### src/rtl/survival_score_pkg.sv
// Shared types for the survival score timer: FSM states and score digit limits.
// Optional high-score register enabled by SURVIVAL_SCORE_TIMER_HISCORE_EN in the top.
package survival_score_pkg;
  typedef enum logic [1:0] {S_IDLE, S_RUN, S_FROZEN} score_state_e;
  typedef logic [3:0] digit_t;
  localparam digit_t BCD_MAX = 4'd9;
  localparam digit_t HEX_MAX = 4'hF;
endpackage

### src/rtl/survival_score_timer_digit.sv
// One score digit with ripple carry; wraps at 9 (BCD) or F (hex).
// max_nxt predicts is_max after this edge so saturation can be flagged on the same edge.
module score_digit_counter
  import survival_score_pkg::*;
#(
  parameter int BCD = 1
) (
  input  logic   Clk,
  input  logic   Reset_n,
  input  logic   clear,
  input  logic   inc_in,
  output digit_t q,
  output logic   carry_out,
  output logic   is_max,
  output logic   max_nxt
);
  localparam digit_t MAX = (BCD != 0) ? BCD_MAX : HEX_MAX;

  always_ff @(posedge Clk or negedge Reset_n) begin
    if (!Reset_n)    q <= '0;
    else if (clear)  q <= '0;
    else if (inc_in) q <= is_max ? '0 : q + 4'd1;
  end

  assign is_max    = (q == MAX);
  assign carry_out = inc_in && is_max;
  assign max_nxt   = !clear && (inc_in ? (q == MAX - 4'd1) : is_max);
endmodule

### src/rtl/survival_score_timer.sv
// Survival-time score counter: prescaled game tick, start/collide/pause FSM, saturating digits.
// Define SURVIVAL_SCORE_TIMER_HISCORE_EN to add the hi_digits best-score register.
module survival_score_timer
  import survival_score_pkg::*;
#(
  parameter int CLK_HZ     = 50_000_000,
  parameter int TICK_HZ    = 1,
  parameter int NUM_DIGITS = 6,
  parameter int BCD        = 1
) (
  input  logic                    Clk,
  input  logic                    Reset_n,
  input  logic                    start,
  input  logic                    collide,
  input  logic                    pause,
  output logic [4*NUM_DIGITS-1:0] digits,
  output logic                    tick,
  output logic                    running,
  output logic                    frozen,
  output logic                    saturated
`ifdef SURVIVAL_SCORE_TIMER_HISCORE_EN
  ,
  output logic [4*NUM_DIGITS-1:0] hi_digits
`endif
);
  localparam int DIV = CLK_HZ / TICK_HZ;
  localparam int PW  = (DIV > 1) ? $clog2(DIV) : 1;
  localparam logic [PW-1:0] TC = PW'(DIV - 1);

  if (DIV < 2) begin : g_bad_div
    $error("survival_score_timer: CLK_HZ/TICK_HZ must be >= 2");
  end
  if (NUM_DIGITS < 1 || NUM_DIGITS > 8) begin : g_bad_digits
    $error("survival_score_timer: NUM_DIGITS must be 1..8");
  end

  score_state_e state, state_nxt;
  logic [PW-1:0]         presc;
  logic [NUM_DIGITS:0]   carry;
  logic [NUM_DIGITS-1:0] dig_max, dig_max_nxt;
  logic at_tc, inc, all_max, carry_unused;

  assign at_tc   = (state == S_RUN) && !pause && (presc == TC);
  assign all_max = &dig_max;
  // collide and start both pre-empt the increment on a terminal-count edge
  assign inc      = at_tc && !collide && !start && !all_max;
  assign carry[0] = inc;
  assign carry_unused = carry[NUM_DIGITS];

  for (genvar g = 0; g < NUM_DIGITS; g++) begin : g_digit
    score_digit_counter #(.BCD(BCD)) u_digit (
      .Clk       (Clk),
      .Reset_n   (Reset_n),
      .clear     (start),
      .inc_in    (carry[g]),
      .q         (digits[4*g +: 4]),
      .carry_out (carry[g+1]),
      .is_max    (dig_max[g]),
      .max_nxt   (dig_max_nxt[g])
    );
  end

  always_comb begin
    state_nxt = state;
    case (state)
      S_IDLE:   if (start) state_nxt = S_RUN;
      S_RUN:    if (start) state_nxt = S_RUN;
                else if (collide) state_nxt = S_FROZEN;
      S_FROZEN: if (start) state_nxt = S_RUN;
      default:  state_nxt = S_IDLE;
    endcase
  end

  always_ff @(posedge Clk or negedge Reset_n) begin
    if (!Reset_n) begin
      state     <= S_IDLE;
      presc     <= '0;
      tick      <= 1'b0;
      running   <= 1'b0;
      frozen    <= 1'b0;
      saturated <= 1'b0;
    end else begin
      state     <= state_nxt;
      tick      <= inc;
      running   <= (state_nxt == S_RUN);
      frozen    <= (state_nxt == S_FROZEN);
      saturated <= &dig_max_nxt;
      if (start)
        presc <= '0;
      else if ((state == S_RUN) && !pause && !collide)
        presc <= (presc == TC) ? '0 : presc + 1'b1;
    end
  end

`ifdef SURVIVAL_SCORE_TIMER_HISCORE_EN
  always_ff @(posedge Clk or negedge Reset_n) begin
    if (!Reset_n)
      hi_digits <= '0;
    else if ((state == S_RUN) && !start && collide && (digits > hi_digits))
      hi_digits <= digits;
  end
`endif
endmodule

### config.mk
export PLATFORM = sky130hd
export DESIGN_NAME = survival_score_timer
export DESIGN_NICKNAME = d
export VERILOG_FILES = /design/src/rtl/survival_score_pkg.sv /design/src/rtl/survival_score_timer_digit.sv /design/src/rtl/survival_score_timer.sv
export SDC_FILE = /design/constraint.sdc
export NUM_CORES = 1
export LEC_CHECK = 0
export CORE_MARGIN = 5
export CORE_UTILIZATION = 61
export DETAILED_ROUTE_END_ITERATION = 7
export PLACE_DENSITY = 0.89
export RECOVER_POWER = 25
export SETUP_SLACK_MARGIN = 0.15
export SLEW_MARGIN = 40
export SYNTH_ARGS = -nofsm -noshare
export SYNTH_HDL_FRONTEND = slang
export SYNTH_HIERARCHICAL = 1
export SYNTH_SLANG_ARGS = --single-unit
### constraint.sdc
create_clock -name Clk -period 11.5 [get_ports Clk]
set_clock_uncertainty 0.15 [all_clocks]
set_input_delay 3.45 -clock Clk [delete_from_list [all_inputs] [get_ports Clk]]
set_output_delay 3.45 -clock Clk [all_outputs]
set_load 0.02 [all_outputs]
==> results.md <==
- Gate power share: 0.053
- FP Rows: 26
- Hold_buf cts: 0
- Critical Path AT: 7.58 ns
- GP Congestion: 0.885
- Root buffer cell: clkbuf_8
- DRT Pass-1 Iters: 5
- Max_cap viols: 1
- Internal: 257 uW
- Mapped Area: 0.00315 sq mm
- Setup TNS: 0 ns
- Worst reg2reg path startpoint: presc[7]$_DFFE_PN0P_
- Switching power: 74.3 uW
- Number of global-route vias before repair: 2556
- Pin count of the biggest net entering global routing: 70
- CP Max Fanout: 22
- Worst IR Drop VDD: approximately 67 uV
- Initial antenna violation count: 0
- Clk network pwr share: 0.343
- Fmax: 132 MHz
- DRC: 0
- CTS max path bufs: 2
- R2R cell count: 17
- Commonest non-fill, non-tap cells in the layout: dfrtp_1, nor2_1, nand2_1
- Slew HR: -0.946
- Slowest stage delay, CP: approximately 0.9 ns
- Synth Area per Inst: 8.91 sq um
- Core ar.: approximately 0.0050 sq mm
- Antenna-violating nets left: 0
- Switch share: 0.224
- Clock Pin Slew Worst Setup and Hold Paths: 0.09 ns
- Post-Syn Instances: approximately 350
- GRT overflow: 0
- Slowest-stage cell, CP: or4b_1
- Post-layout min period: 7.57 ns
- Outcome: complete, but fails checks
- GRT Total Usage: 0.222
- Failing checks: capacitance limit, slew limit
- Critical path, cell by cell: clkdlybuf4s50_1, or4b_1, nor4_4, nand2_2, nor2_1, nand2_2, nor2_1, nand2_2, nor2_1, nand2_2, nor2_1, nand2_2, nor2_1, nand2_2, o21ai_0, a21oi_1
- Number of port buffers: 32
- YS warnings: 6
- Fin crit share: 0.658
- WHS Path Cells: 1
- Leak: 0.00138 uW
- IO Count: 33
- Slack of the worst reg-to-reg path: 6.54 ns
- Via density: 6.06
- First-pass GRT wire length: between 10 and 15 mm
- WL final: slightly below 7 mm
- RSZ-0062 raised after global routing: false
- Clock latency on the worst-skew pair: between 0.3 and 0.4 ns
- Layout cells sized above 1: 0.0959
- HP Class: reg -> reg
- Final-stage net count: 392
- Starting density of the core: 0.624
- Crit Path Class: in -> reg
- Vias: between 2000 and 3000
- Crit path to: g_digit[5].u_digit/q[3]$_DFFE_PN0P_
- Final hold viol count: 0
- Dpl hpwl: 4.72 mm
- Worst Setup End Kind: flop
- Crit path from: collide
- Pins Over Slew Limit: 57
- H-tree depth: 2
- Seq pwr share: 0.604
- Most common cell after layout, fill and taps aside: dfrtp_1
- Post CTS Setup Buffer Count: 0
- Min Hold Slack: 0.391 ns
- Required time worst endpoint: approximately 12 ns
- CTS tree: yes
- Sink Count: 56
- Pwr Density: ~92 mW/mm^2
- WL per Instance: about 15 um
- Die Footprint: approximately 0.0067 sq mm
- Worst r2r dst: g_digit[5].u_digit/q[3]$_DFFE_PN0P_
- Post_cts resized: 0
- Syn_nets: 359
- Endpoints failing setup: 0
- Die Ht: 81.8 um
- Diode count: 0
- TritonCTS Buffers: 5
- Most used cell, CP: nand2_2
- Layout area overhead: 14.9%
- Worst-Margin Slew: 2.92 ns
- Initial DRC count: between 200 and 250
- Die X: 81.8 um
- CP Launch Type: input port
-- metrics by stage --
step                utilization  std cells  setup slack [ns]  power, uW  instance area, sq um
floorplan                     -        353              4.67        211                  3150
global placement          0.698        449              3.82        221                  3520
detailed placement        0.698        449              3.64        222                  3520
CTS                       0.717        456              3.95        333                  3620
global route              0.717        456              3.59        346                  3610
finish                    0.717        456              3.93        331                  3610
-- layer usage --
| layer | track usage | share of wire |
|---|---|---|
| met2 | 0.378 | 0.50 |
| met1 | 0.289 | 0.43 |
| met4 | 0.0764 | 0.0096 |
| met3 | 0.0340 | 0.060 |
| met5 | 0 | 0 |
-- registers in the layout, indices dropped and copies added (netlist names) --
register / count
g_digit.u_digit/q: 24
presc: 26
frozen: 1
saturated: 1
running: 1
state: 2
tick: 1
-- how the worst min path moves through the flow --
stage	from	endpoint	slack, ns
2_1_floorplan	state[1]$_DFF_PN0_	running$_DFF_PN0_	0.34
3_3_place_gp	state[1]$_DFF_PN0_	state[0]$_DFF_PN0_	0.36
3_5_place_dp	state[1]$_DFF_PN0_	running$_DFF_PN0_	0.38
4_1_cts	state[1]$_DFF_PN0_	running$_DFF_PN0_	0.39
5_1_grt	state[1]$_DFF_PN0_	running$_DFF_PN0_	0.42
6_report	state[1]$_DFF_PN0_	running$_DFF_PN0_	0.39
-- area by class of cell --
| type | instances | area [sq um] |
|---|---|---|
| multi-input cells | 275 | 1650 |
| repair buffers | 35 | 329 |
| flip-flops and latches | 56 | 1400 |
| well taps | 70 | 87.6 |
| fillers | 395 | 1430 |
| clock buffers | 7 | 96.3 |
| inverters | 13 | 48.8 |
-- worst max-delay path, delay by kind of cell --
| family | cells | cell delay [ns] |
|---|---|---|
| compound gates | 2 | 0.33 |
| simple gates | 13 | 3.32 |
| buf+inv | 1 | 0.45 |
-- power by group through the flow --
stage | combinational (uW) | sequential, uW | clock (uW)
3_5_place_dp | 17.9 | 204 | 0
3_3_place_gp | 17.7 | 204 | 0
5_1_grt | 19.7 | 200 | 126
2_1_floorplan | 6.91 | 204 | 0
6_report | 17.5 | 200 | 114
4_1_cts | 18.0 | 200 | 115
Power figures use the tool's default switching activity.
